## config.mk

```make
export PLATFORM = sky130hd
export DESIGN_NAME = hh_membrane_integrator_flat
export DESIGN_NICKNAME = d
export VERILOG_FILES = /design/src/rtl/hh_pkg.sv /design/src/rtl/hh_membrane_integrator_if.sv /design/src/rtl/hh_fxp_mul.sv /design/src/rtl/hh_membrane_integrator.sv /design/src/flat_wrapper.sv
export SDC_FILE = /design/constraint.sdc
export NUM_CORES = 1
export LEC_CHECK = 0
export ABC_AREA = 1
export CORE_ASPECT_RATIO = 0.7
export CORE_UTILIZATION = 40
export CTS_CLUSTER_SIZE = 14
export DETAILED_ROUTE_END_ITERATION = 10
export DONT_BUFFER_PORTS = 1
export PLACE_DENSITY = 0.54
export SKIP_CTS_REPAIR_TIMING = 1
export SYNTH_ARGS = -nofsm -noshare
export SYNTH_HDL_FRONTEND = slang
export SYNTH_HIERARCHICAL = 1
export SYNTH_SLANG_ARGS = --single-unit
export TNS_END_PERCENT = 1
```

## constraint.sdc

```tcl
create_clock -name clk -period 11.7 [get_ports clk]
set_input_delay 2.34 -clock clk [delete_from_list [all_inputs] [get_ports clk]]
set_output_delay 2.34 -clock clk [all_outputs]
set_load 0.005 [all_outputs]
```

## src/rtl/hh_pkg.sv

```systemverilog
// Shared Hodgkin-Huxley fixed-point types and default membrane constants (Q8.8),
// common to the membrane integrator and the gating-variable updaters.
package hh_pkg;

  typedef logic signed [15:0] fxp16_t;

  localparam fxp16_t FXP_ONE = 16'sh0100;
  localparam fxp16_t FXP_MAX = 16'sh7FFF;
  localparam fxp16_t FXP_MIN = 16'sh8000;

  typedef enum logic [1:0] {
    HH_IDLE = 2'd0,
    HH_MUL  = 2'd1,
    HH_ACC  = 2'd2
  } hh_state_e;

  // Conductances and reversal potentials of the classic squid-axon model
  localparam fxp16_t G_NA_DEF   = 16'sh7800;
  localparam fxp16_t G_K_DEF    = 16'sh2400;
  localparam fxp16_t G_L_DEF    = 16'sh004D;
  localparam fxp16_t E_NA_DEF   = 16'sh3200;
  localparam fxp16_t E_K_DEF    = 16'shB300;
  localparam fxp16_t E_L_DEF    = 16'shC99A;
  localparam fxp16_t V_REST_DEF = 16'shBF00;

endpackage

```

## src/rtl/hh_membrane_integrator_if.sv

```systemverilog
// Step handshake and membrane-voltage bus between the gating loop and the integrator.
interface hh_membrane_integrator_if import hh_pkg::*; ();

  logic   in_valid;
  logic   in_ready;
  fxp16_t m;
  fxp16_t h;
  fxp16_t n;
  fxp16_t i_ext;
  logic   v_load;
  fxp16_t v_load_value;
  fxp16_t v;
  logic   v_valid;
  logic   sat;

  modport master (
    output in_valid, m, h, n, i_ext, v_load, v_load_value,
    input  in_ready, v, v_valid, sat
  );

  modport slave (
    input  in_valid, m, h, n, i_ext, v_load, v_load_value,
    output in_ready, v, v_valid, sat
  );

endinterface

```

## src/rtl/hh_fxp_mul.sv

```systemverilog
// Combinational Q8.8 signed multiply: full product, floor shift by 8, clamp to 16 bits.
module hh_fxp_mul import hh_pkg::*; (
  input  fxp16_t a,
  input  fxp16_t b,
  output fxp16_t p,
  output logic   ovf
);

  logic signed [31:0] a_x;
  logic signed [31:0] b_x;
  logic signed [31:0] prod;
  logic signed [31:0] shr;

  always_comb begin
    a_x  = 32'(a);
    b_x  = 32'(b);
    prod = a_x * b_x;
    shr  = prod >>> 8;
    ovf  = 1'b0;
    p    = shr[15:0];
    if (shr > 32'sd32767) begin
      p   = FXP_MAX;
      ovf = 1'b1;
    end else if (shr < -32'sd32768) begin
      p   = FXP_MIN;
      ovf = 1'b1;
    end
  end

endmodule

```

## src/rtl/hh_membrane_integrator.sv

```systemverilog
// One forward-Euler step of the HH membrane equation per accepted handshake,
// sequencing ten multiplies through a single shared multiplier.
module hh_membrane_integrator import hh_pkg::*; #(
  parameter fxp16_t G_NA     = G_NA_DEF,
  parameter fxp16_t G_K      = G_K_DEF,
  parameter fxp16_t G_L      = G_L_DEF,
  parameter fxp16_t E_NA     = E_NA_DEF,
  parameter fxp16_t E_K      = E_K_DEF,
  parameter fxp16_t E_L      = E_L_DEF,
  parameter fxp16_t V_REST   = V_REST_DEF,
  parameter int     DT_SHIFT = 4
) (
  input logic                     clk,
  input logic                     rst,
  hh_membrane_integrator_if.slave bus
);

  localparam logic [1:0] IDLE = HH_IDLE;
  localparam logic [1:0] MUL  = HH_MUL;
  localparam logic [1:0] ACC  = HH_ACC;

  function automatic logic signed [18:0] ext19(input fxp16_t x);
    return {{3{x[15]}}, x};
  endfunction

  function automatic logic clip16(input logic signed [18:0] x);
    return (x > 19'sd32767) || (x < -19'sd32768);
  endfunction

  function automatic fxp16_t sat16(input logic signed [18:0] x);
    if (x > 19'sd32767)       return FXP_MAX;
    else if (x < -19'sd32768) return FXP_MIN;
    else                      return x[15:0];
  endfunction

  logic [1:0] state;
  logic [3:0] step;
  fxp16_t     v_r;
  logic       vld_r;
  logic       sat_r;
  fxp16_t     m_r, h_r, n_r, iext_r;
  fxp16_t     m2, m3, t, ina, n2, n4, ik, il;

  fxp16_t             e_sel, dv, op_a, op_b, prod, s_sat, s_step;
  logic               dv_used, mul_ovf, sub_ovf, acc_ovf;
  logic signed [18:0] dv_w, s_w, v_w;

  // Reversal potential for the driving-force term of the current step
  always_comb begin
    e_sel = E_L;
    case (step)
      4'd4:    e_sel = E_NA;
      4'd8:    e_sel = E_K;
      default: e_sel = E_L;
    endcase
  end

  assign dv_w    = ext19(v_r) - ext19(e_sel);
  assign dv      = sat16(dv_w);
  assign sub_ovf = clip16(dv_w);

  always_comb begin
    op_a    = m_r;
    op_b    = m_r;
    dv_used = 1'b0;
    case (step)
      4'd0: begin op_a = m_r; op_b = m_r;  end
      4'd1: begin op_a = m2;  op_b = m_r;  end
      4'd2: begin op_a = m3;  op_b = h_r;  end
      4'd3: begin op_a = t;   op_b = G_NA; end
      4'd4: begin op_a = t;   op_b = dv;   dv_used = 1'b1; end
      4'd5: begin op_a = n_r; op_b = n_r;  end
      4'd6: begin op_a = n2;  op_b = n2;   end
      4'd7: begin op_a = n4;  op_b = G_K;  end
      4'd8: begin op_a = t;   op_b = dv;   dv_used = 1'b1; end
      4'd9: begin op_a = G_L; op_b = dv;   dv_used = 1'b1; end
      default: begin op_a = m_r; op_b = m_r; end
    endcase
  end

  hh_fxp_mul u_mul (
    .a   (op_a),
    .b   (op_b),
    .p   (prod),
    .ovf (mul_ovf)
  );

  // Ionic currents are summed at 19 bits so only the final sum is clamped
  assign s_w     = ext19(iext_r) - ext19(ina) - ext19(ik) - ext19(il);
  assign s_sat   = sat16(s_w);
  assign s_step  = s_sat >>> DT_SHIFT;
  assign v_w     = ext19(v_r) + ext19(s_step);
  assign acc_ovf = clip16(s_w) | clip16(v_w);

  always_ff @(posedge clk or posedge rst) begin
    if (rst) begin
      state  <= IDLE;
      step   <= 4'd0;
      v_r    <= V_REST;
      vld_r  <= 1'b0;
      sat_r  <= 1'b0;
      m_r    <= '0; h_r <= '0; n_r <= '0; iext_r <= '0;
      m2     <= '0; m3  <= '0; t   <= '0; ina    <= '0;
      n2     <= '0; n4  <= '0; ik  <= '0; il     <= '0;
    end else begin
      vld_r <= 1'b0;
      case (state)
        IDLE: begin
          if (bus.v_load) begin
            v_r   <= bus.v_load_value;
            sat_r <= 1'b0;
          end else if (bus.in_valid) begin
            m_r    <= bus.m;
            h_r    <= bus.h;
            n_r    <= bus.n;
            iext_r <= bus.i_ext;
            sat_r  <= 1'b0;
            step   <= 4'd0;
            state  <= MUL;
          end
        end
        MUL: begin
          sat_r <= sat_r | mul_ovf | (dv_used & sub_ovf);
          case (step)
            4'd0:             m2  <= prod;
            4'd1:             m3  <= prod;
            4'd2, 4'd3, 4'd7: t   <= prod;
            4'd4:             ina <= prod;
            4'd5:             n2  <= prod;
            4'd6:             n4  <= prod;
            4'd8:             ik  <= prod;
            4'd9:             il  <= prod;
            default: ;
          endcase
          if (step == 4'd9) begin
            step  <= 4'd0;
            state <= ACC;
          end else begin
            step <= step + 4'd1;
          end
        end
        ACC: begin
          v_r   <= sat16(v_w);
          sat_r <= sat_r | acc_ovf;
          vld_r <= 1'b1;
          state <= IDLE;
        end
        default: state <= IDLE;
      endcase
    end
  end

  assign bus.in_ready = (state == IDLE) & ~bus.v_load;
  assign bus.v        = v_r;
  assign bus.v_valid  = vld_r;
  assign bus.sat      = sat_r;

endmodule
```

## src/flat_wrapper.sv

```systemverilog
// flat-port wrapper written by rule: the top's interface ports become plain ports
module hh_membrane_integrator_flat import hh_pkg::*;
#(
  parameter fxp16_t G_NA     = G_NA_DEF,
  parameter fxp16_t G_K      = G_K_DEF,
  parameter fxp16_t G_L      = G_L_DEF,
  parameter fxp16_t E_NA     = E_NA_DEF,
  parameter fxp16_t E_K      = E_K_DEF,
  parameter fxp16_t E_L      = E_L_DEF,
  parameter fxp16_t V_REST   = V_REST_DEF,
  parameter int     DT_SHIFT = 4
)
  (clk, rst, bus_in_valid, bus_m, bus_h, bus_n, bus_i_ext, bus_v_load, bus_v_load_value, bus_in_ready, bus_v, bus_v_valid, bus_sat);
  hh_membrane_integrator_if bus_i ();
  input logic clk;
  input logic rst;
  input wire logic [$bits(bus_i.in_valid)-1:0] bus_in_valid;
  input wire logic [$bits(bus_i.m)-1:0] bus_m;
  input wire logic [$bits(bus_i.h)-1:0] bus_h;
  input wire logic [$bits(bus_i.n)-1:0] bus_n;
  input wire logic [$bits(bus_i.i_ext)-1:0] bus_i_ext;
  input wire logic [$bits(bus_i.v_load)-1:0] bus_v_load;
  input wire logic [$bits(bus_i.v_load_value)-1:0] bus_v_load_value;
  output wire logic [$bits(bus_i.in_ready)-1:0] bus_in_ready;
  output wire logic [$bits(bus_i.v)-1:0] bus_v;
  output wire logic [$bits(bus_i.v_valid)-1:0] bus_v_valid;
  output wire logic [$bits(bus_i.sat)-1:0] bus_sat;
  assign bus_i.in_valid = bus_in_valid;
  assign bus_i.m = bus_m;
  assign bus_i.h = bus_h;
  assign bus_i.n = bus_n;
  assign bus_i.i_ext = bus_i_ext;
  assign bus_i.v_load = bus_v_load;
  assign bus_i.v_load_value = bus_v_load_value;
  assign bus_in_ready = bus_i.in_ready;
  assign bus_v = bus_i.v;
  assign bus_v_valid = bus_i.v_valid;
  assign bus_sat = bus_i.sat;
  hh_membrane_integrator #(.G_NA(G_NA), .G_K(G_K), .G_L(G_L), .E_NA(E_NA), .E_K(E_K), .E_L(E_L), .V_REST(V_REST), .DT_SHIFT(DT_SHIFT)) u_core (.clk(clk), .rst(rst), .bus(bus_i));
endmodule
```

-- Word level (Yosys, flattened, before mapping)
Index checks and enable logic that the tools add are counted.
- register bits after elaboration: 216
- logic and storage cells: 107
- input bits: 84
- output and inout port bits: 19
- reductions and logical operators: 24
- bitwise operators: 7
- muxes and demuxes: 28
- multiply operators: 1
- $lt $le $gt $ge: 8
- add/sub/neg operators: 6
- eq/ne operators: 16
- operators with widths (cell ; count):
    16-bit two-way mux ; 9
    16-bit case mux with 7 select lines ; 1
    16-bit case mux with 6 select lines ; 1
    16-bit case mux with 2 select lines ; 2
    19-bit by 16-bit > comparator with 1-bit output, second input constant ; 3
    19-bit by 16-bit < comparator with 1-bit output, second input constant ; 3
    16-bit by 16-bit subtractor with 17-bit output ; 2
    16-bit by 16-bit multiplier with 32-bit output ; 1
    24-bit by 16-bit > comparator with 1-bit output, second input constant ; 1
    24-bit by 16-bit < comparator with 1-bit output, second input constant ; 1
    2-bit AND reduction ; 10
    19-bit by 16-bit subtractor with 19-bit output ; 1
    17-bit by 16-bit subtractor with 18-bit output ; 1
    16-bit by 12-bit adder with 17-bit output ; 1
    4-bit by 3-bit == test with 1-bit output, second input constant ; 4
    4-bit two-way mux ; 3
    3-bit AND reduction ; 3
    3-bit OR reduction ; 3
    4-bit by 2-bit == test with 1-bit output, second input constant ; 2
    4-bit == test, second input constant ; 2
    4-bit case mux with 2 select lines ; 1
    1-bit two-way mux ; 6
    2-bit two-way mux ; 3
    2-bit != test, second input constant ; 3
    other kinds (16) ; 23

-- Logic depth before layout (Yosys ltp)
Gate-level depths: netlist (run 1).
- word-level depth: 14
- depth in mapped cells: 57
- gate-level depth less buffers: 54

-- Hierarchy
Netlist (run 1), hierarchy kept.
- by module, submodules not included (module ; sequential area each (um^2) ; cells each ; area an instance (um^2) ; instances):
    hh_membrane_integrator ; 5413.9 ; 1724 ; 13090.1 ; 1
    hh_fxp_mul ; 0.0 ; 1491 ; 10882.9 ; 1

-- Worst setup path after synthesis (run 1)
Ideal clock, no wire load.
- path type: register to register
- start: register u_core.step[1]
- end: register u_core.sat_r (netlist: u_core/bus.sat)
- clock period less this slack: 8920 ps
- data required time: 11584 ps
- setup slack: 2780 ps
- stages on the path, launching flop included: 49
- arrival time: 8803 ps
- cell sequence: dfrtp_1 nor2_1 o21ai_2 inv_1 ha_1 a21oi_1 nand4_1 nand4_1 nand3_1 nand2_1 nand2_1 nor2_1 inv_1 o21ai_0 a21oi_1 nand3_1 clkbuf_1 clkbuf_1 [13 not listed] inv_1 nor3_1 nand2_1 nor4_1 nand2_1 nand3_1 nand2_1 inv_1 nand4_1 nand2_2 buf_6 nand2_1 nor2_1 nand3_1 nand2_1 nand2_1 nand2_1 nand2_1
- cells in the longest elaborated chain, start to end: 14
- elaborated cells on any way between the ends: 30
- those cells by class: add/sub (1); mul (1); order compare (4); eq/ne (9); mux (9); bitwise (3); reduce/logical (3)
- RTL lines (element ; line ; source):
    from (decl) ; hh_membrane_integrator.sv:37 ; logic [3:0] step;
    from (signal assigned) ; hh_membrane_integrator.sv:139 ; step <= step + 4'd1;
    4-bit == test / 4-bit by 3-bit == test with 1-bit output (equally long branches) ; hh_membrane_integrator.sv:51, hh_membrane_integrator.sv:66 ;
    16-bit case mux with 2 select lines ; hh_membrane_integrator.sv:51 ; case (step)
    16-bit by 16-bit subtractor with 17-bit output ; hh_membrane_integrator.sv:58 ; assign dv_w = ext19(v_r) - ext19(e_sel);
    19-bit by 16-bit < comparator with 1-bit output ; hh_membrane_integrator.sv:32 ; else if (x < -19'sd32768) return FXP_MIN;
    16-bit two-way mux ; hh_membrane_integrator.sv:32 ;
    16-bit two-way mux ; hh_membrane_integrator.sv:31 ; if (x > 19'sd32767) return FXP_MAX;
    16-bit case mux with 6 select lines * ; hh_membrane_integrator.sv:66 ; case (step)
    named net u_core.op_b[3] ; hh_membrane_integrator.sv:44 ; fxp16_t e_sel, dv, op_a, op_b, prod, s_sat, s_step;
    16-bit by 16-bit multiplier with 32-bit output * ; hh_fxp_mul.sv:17 ; prod = a_x * b_x;
    24-bit by 16-bit < comparator with 1-bit output ; hh_fxp_mul.sv:24 ; end else if (shr < -32'sd32768) begin
    1-bit two-way mux ; hh_fxp_mul.sv:24 ;
    1-bit two-way mux * ; hh_fxp_mul.sv:21 ; if (shr > 32'sd32767) begin
    named net u_core.mul_ovf ; hh_membrane_integrator.sv:45 ; logic dv_used, mul_ovf, sub_ovf, acc_ovf;
    1-bit bitwise OR * (2 in a row) ; hh_membrane_integrator.sv:123 ; sat_r <= sat_r | mul_ovf | (dv_used & sub_ovf);
    1-bit case mux with 3 select lines * ; hh_membrane_integrator.sv:107 ; case (state)
    to (signal assigned) ; hh_membrane_integrator.sv:123 ;
    to (signal assigned) ; hh_membrane_integrator.sv:144 ; sat_r <= sat_r | acc_ovf;
    to (decl) ; hh_membrane_integrator.sv:40 ; logic sat_r;
The timed path passes the listed nets; every way through them passes the cells marked *.
A chain may end at the register's enable or synchronous reset.

-- Worst setup path after layout (run 1)
- start: register u_core.step[3]
- end: register u_core.sat_r (netlist: u_core/bus.sat)
Same word-level chain as after synthesis.

==> impl_metrics.json, run 1 <==
{
  "clk_path_buf_depth": 3,
  "die_area_mm2": 0.0609,
  "cp_slowest_cell": "fa_1",
  "reg2reg_from": "u_core/step[3]",
  "initial_core_util_pct": 40.8,
  "min_to": "u_core/t[10]",
  "cp_data_arrival_time_ns": 10.94,
  "dr.pass1.iters": 5,
  "critPathTopFamily": "adder cells",
  "cp_common_cell": "nand2_1",
  "clkLatencyLatePin_ns": 0.55,
  "period_share_pct": 89.7,
  "setup_tns_ns": 0,
  "synth_common_cells": "nand2_1 (966), inv_1 (780), fa_1 (295)",
  "critPathCaptureType": "flip-flop",
  "postSynthAreaPerCell_um2": 7.46,
  "clkTransAtPathRegs_ns": 0.08,
  "hpwl_um": 61300,
  "status": "complete, no violations",
  "r2r_cells": 45,
  "h-tree-depth": 1,
  "die_h_um": 207,
  "maxSlewHeadroom_pct": 8.27,
  "wl_per_cell_um": 19.3,
  "rsz0062_at_grt": "false",
  "timing.rr.end": "u_core/bus.sat",
  "cts.sinks": 216,
  "critPathRequiredTime_ns": 12.14,
  "drt_iter0_drc": 1852,
  "vias": 19900,
  "synth_edf_count": 0,
  "syn_inst": 3215,
  "drtAntennaViolNets": 0,
  "groute.usage.overall_pct": 26.1,
  "startpoint_type": "flip-flop",
  "async_flop_share_pct": 100,
  "drv_cap": 0,
  "synth_flop_cell": "dfrtp_1",
  "numCtsBuffers": 22,
  "cts_root_buf": "clkbuf_16",
  "io_buffers": 0,
  "insertedDiodeCount": 0,
  "max_stage_delay_ns": 0.94,
  "netlist.top_cell.by_area": "fa_1",
  "drive_gt1_share_pct": 4.40,
  "yosysSeqAreaShare_pct": 22.6,
  "grt_pass1_wl_um": 120000,
  "route.detailed.drc": 0,
  "gp_congestion": 0.953,
  "syn_area_mm2": 0.0240,
  "worstSetupPathType": "reg2reg",
  "post-place-ws_ns": 1.36,
  "antenna_found_initial": 1,
  "tritoncts": "built",
  "netlist.area_leader.share_pct": 24.6,
  "area_growth_pct": 6.64,
  "synth_fp_nets": 3724,
  "yosys-top-cells-area": "fa_1 (25%), dfrtp_1 (22%), nand2_1 (15%)",
  "rows": 74,
  "yosysWarnings": 6,
  "ys_ff_latch": 216,
  "drv_slew": 0,
  "setup_viol": 0,
  "fin_crit_ns": 10.50,
  "yosys.cell_count.top_type": "nand2_1",
  "final_nets": 3675,
  "worst-path-max-fanout": 16,
  "pin_count": 103,
  "finalHoldViolCount": 0,
  "grt_pass1_vias": 20000,
  "setup_ws_ns": 1.20,
  "grt_overflow": 0,
  "worst_pin_slew_ns": 1.36,
  "synth_cell_type_count": 49,
  "vias_per_cell": 5.01,
  "reg2reg_setup_slack_ns": 1.20,
  "skew_ns": 0.0202,
  "grt_max_degree": 138,
  "whs_path_depth": 2,
  "core_mm2": 0.0588,
  "final_core_utilization_pct": 43.5,
  "path_buf_inv": 8,
  "finalWirelength_um": 77000,
  "fmax_mhz": 95.2,
  "worstHoldStart": "u_core/t[10]",
  "fp.dieW_um": 295,
  "hp-class": "reg2reg"
}
## area by class of cell
type | instances | area (um^2)
fill | 5970 | 33200
multi-input combinational | 2098 | 15200
sequential | 216 | 5410
inverter | 787 | 2960
tap | 798 | 998
clock buffer | 30 | 631
timing repair buffer | 41 | 320
clock inverter | 9 | 86.3
## worst min-delay path, delay by kind of cell (launching register included)
family,cells,cell delay [ns]
flops,1,0.34
simple gates,1,0.05
compound gates,1,0.06
## layout by cell type, fill, tap and decap left out, types with 5 or more instances in the layout
| cell | instances |
|---|---|
| nand2_2 | 16 |
| buf_4 | 40 |
| inv_1 | 779 |
| o211ai_1 | 18 |
| and3_1 | 5 |
| nand3_2 | 5 |
| or2_2 | 6 |
| clkbuf_8 | 5 |
| inv_2 | 6 |
| nor2_2 | 6 |
| ha_1 | 130 |
| xnor2_1 | 24 |
| a21oi_1 | 96 |
| dfstp_2 | 7 |
| nand2_1 | 966 |
| o21bai_1 | 8 |
| fa_1 | 295 |
| clkbuf_16 | 22 |
| nor3_1 | 12 |
| nor2_4 | 5 |
| nand4_1 | 15 |
| a211oi_1 | 7 |
| nor2_1 | 102 |
| nand3_1 | 56 |
| xor2_1 | 36 |
| a31oi_1 | 19 |
| a21oi_2 | 6 |
| o21ai_0 | 228 |
| dfrtp_1 | 209 |
## per-layer routing
layer	track usage, %	wire length [um]
met1	41.0	38100
met2	35.3	29800
met3	7.82	8070
met4	3.27	829
met5	1.97	169
## kinds of logic (layout without fill, tap and decap cells)
| logic type | Yosys count | in the layout | share of synthesized area (%) |
|---|---|---|---|
| AOI/OAI and AO/OA | 405 | 405 | 9.26 |
| DFF | 216 | 216 | 22.6 |
| xor gates and xnor gates | 60 | 60 | 2.19 |
| and+or+nand+nor | 1208 | 1208 | 20.3 |
| adders and majority gates | 425 | 425 | 31.4 |
| buffers and inverters | 901 | 867 | 14.3 |
## per-stage QoR
step           cells  area, um^2  hold slack (ns)
2_1_floorplan   3215       24000            0.449
3_3_place_gp    3940       24800            0.465
3_5_place_dp    3940       24800            0.473
4_1_cts         3979       25600            0.489
5_1_grt         3979       25600            0.504
6_report        3979       25600            0.486
## sequential cells by signal (all words and copies together) (netlist names)
register and count:
u_core/step 4, u_core/ina 16, u_core/iext_r 16, u_core/n2 16, u_core/bus.sat 1, u_core/m2 16
u_core/n4 16, u_core/n_r 16, u_core/m_r 16, u_core/state 2, u_core/il 16, u_core/ik 16
u_core/t 16, u_core/m3 16, u_core/bus.v 16, u_core/bus.v_valid 1, u_core/h_r 16
## how the worst max path moves through the flow
stage	startpoint	endpoint	slack, ns	cells after the start
floorplan	u_core/step[1]	u_core/bus.sat	2.78	48
global placement	u_core/step[3]	u_core/bus.sat	1.44	44
detailed placement	u_core/step[1]	u_core/bus.sat	1.36	43
CTS	u_core/step[3]	u_core/bus.sat	1.30	44
global route	u_core/step[3]	u_core/bus.sat	0.26	43
finish	u_core/step[3]	u_core/bus.sat	1.20	45
Power of run 1 is left out: the tool's default activity adds up to more than one toggle a clock period on the data nets, which glitch-free logic cannot reach.
==> run 2, diff against run 1 <==
- ABC_AREA: 1 -> unset
- PLACE_DENSITY: 0.54 -> 0.56
- clock period: 11.7 -> 9.61 ns (I/O delays scaled with it)
==> impl_metrics.json, run 2 <==
{
  "core_mm2": 0.0574,
  "yosysWarnings": 6,
  "postSynthAreaPerCell_um2": 9.66,
  "cp_common_cell": "fa_1",
  "route.detailed.drc": 0,
  "synth_flop_cell": "dfrtp_1",
  "drv_cap": 1,
  "yosys-top-cells-area": "fa_1 (25%), dfrtp_1 (22%), mux2_2 (9.4%)",
  "yosys.cell_count.top_type": "inv_1",
  "drv_slew": 14,
  "clk_path_buf_depth": 3,
  "setup_viol": 102,
  "synth_cell_type_count": 91,
  "cts_root_buf": "clkbuf_16",
  "startpoint_type": "flip-flop",
  "vias": 18300,
  "synthMuxAreaShare_pct": 9.37,
  "post_dp_cell_area_mm2": 0.0259,
  "rsz0062_at_grt": "true",
  "grt_max_degree": 93,
  "netlist.area_leader.share_pct": 25.2,
  "drive_gt1_share_pct": 25.9,
  "synth_top_family_by_area": "adder cells",
  "status": "complete, but fails checks",
  "h-tree-depth": 1,
  "grt_pass1_wl_um": 114000,
  "gp_congestion": 0.966,
  "worst-path-max-fanout": 8,
  "dr.pass1.iters": 6,
  "numCtsBuffers": 21,
  "hpwl_um": 59300,
  "synthXorXnorAreaFrac_pct": 2.77,
  "grt_overflow": 0,
  "final_nets": 3135,
  "worstSetupPathType": "reg2reg",
  "finalHoldViolCount": 0,
  "wl_per_cell_um": 21.8,
  "syn_area_mm2": 0.0234,
  "die_area_mm2": 0.0596,
  "die_h_um": 205,
  "synth_edf_count": 0,
  "critPathCaptureType": "flip-flop",
  "critPathRequiredTime_ns": 10.02,
  "clkTransAtPathRegs_ns": 0.07,
  "area_growth_pct": 17.6,
  "clkLatencyLatePin_ns": 0.54,
  "hp-class": "reg2reg",
  "synth_fa_ha_area_share_pct": 32.1,
  "period_share_pct": 101,
  "synthSimpleGateAreaFrac_pct": 12.5,
  "layout_commonest_cell": "inv_1",
  "skew_ns": 0.0171,
  "violations": "max-capacitance violations, max-slew violations, negative setup slack",
  "io_buffers": 0,
  "grt_pass1_vias": 18700,
  "layout_common_cells": "inv_1 (457), fa_1 (276), buf_4 (246)",
  "drt_iter0_drc": 1592,
  "netlist.top_cell.by_area": "fa_1",
  "place_inst": 3327,
  "fmax_mhz": 103,
  "maxSlewHeadroom_pct": -1.48,
  "groute.usage.overall_pct": 25.1,
  "vias_per_cell": 5.41,
  "stdcell_area_mm2": 0.0276,
  "rows": 73,
  "fin_cells": 3389,
  "synth_common_cells": "inv_1 (467), fa_1 (295), nand2_1 (237)",
  "worst_pin_slew_ns": 1.51,
  "syn_inst": 2426,
  "yosysSeqAreaShare_pct": 23.1,
  "setup_ws_ns": -0.142,
  "antenna_found_initial": 5,
  "fin_crit_ns": 9.75,
  "cp_slowest_cell": "fa_1",
  "max_stage_delay_ns": 0.60,
  "ys_ff_latch": 216,
  "synth_compound_area_share_pct": 11.0,
  "synth_fp_nets": 2935,
  "post-place-ws_ns": -0.501,
  "cts.sinks": 216,
  "finalWirelength_um": 73900,
  "async_flop_share_pct": 100,
  "cp_data_arrival_time_ns": 10.16,
  "initial_core_util_pct": 40.9,
  "tritoncts": "built",
  "drtAntennaViolNets": 0,
  "pin_count": 103,
  "fp.dieW_um": 291
}
run 2: cells by family after synthesis:
group,after synthesis
buffers and inverters,558
adder cells (fa/ha/maj),425
AND/OR/NAND/NOR,593
multiplexers,195
AO/OA/AOI/OAI,368
flip-flops,216
XOR/XNOR,71
run 2: path summary, 6_finish.rpt:
check | startpoint | to | slack [ns] | cells past startpoint
worst max-delay path | u_core/step[3] | u_core/ik[1] | -0.14 | 37
worst min-delay path | u_core/il[10] | u_core/il[10] | 0.51 | 1
worst max register to register | u_core/step[3] | u_core/ik[1] | -0.14 | 37
worst min register to register | u_core/il[10] | u_core/il[10] | 0.51 | 1
max in group asynchronous | rst | u_core/m_r[9] | 6.90 | 2
min in group asynchronous | rst | u_core/iext_r[3] | 1.32 | 1
run 2: critical path, delay by kind of cell, from the launching register on:
family,cells,cell delay [ns]
fa+ha+maj,8,3.61
compound gates,10,2.28
simple gates,10,2.13
buf+inv,8,0.82
flops,1,0.46
mux,1,0.28
run 2: area by class of cell:
class | instances | area, um^2
clock inverters | 5 | 82.6
flip-flops and latches | 216 | 5420
clock buffers | 27 | 598
fillers | 5393 | 29800
inverters | 469 | 1770
well taps | 750 | 938
repair buffers | 264 | 2100
diodes | 4 | 10.0
multi-input cells | 1654 | 16600
run 2: routing by layer:
metal	up-vias	global-route usage, %	wire [um]
met4	4	2.65	725
met1	9254	39.2	35600
met2	735	32.3	28400
met3	64	10.2	8960
met5	-	1.87	168
li1	8274	-	-
run 2: metrics by stage:
| step | hold slack [ns] | TNS (ns) | utilization, % |
|---|---|---|---|
| 6_report | 0.506 | -5.40 | 48.0 |
| 5_1_grt | 0.520 | -41.63 | 48.0 |
| 4_1_cts | 0.508 | -44.01 | 46.4 |
| 3_5_place_dp | 0.494 | -38.50 | 45.2 |
| 3_3_place_gp | 0.488 | -16.60 | 45.2 |
| 2_1_floorplan | 0.471 | 0 | - |
Power of run 2 is left out for the same reason.
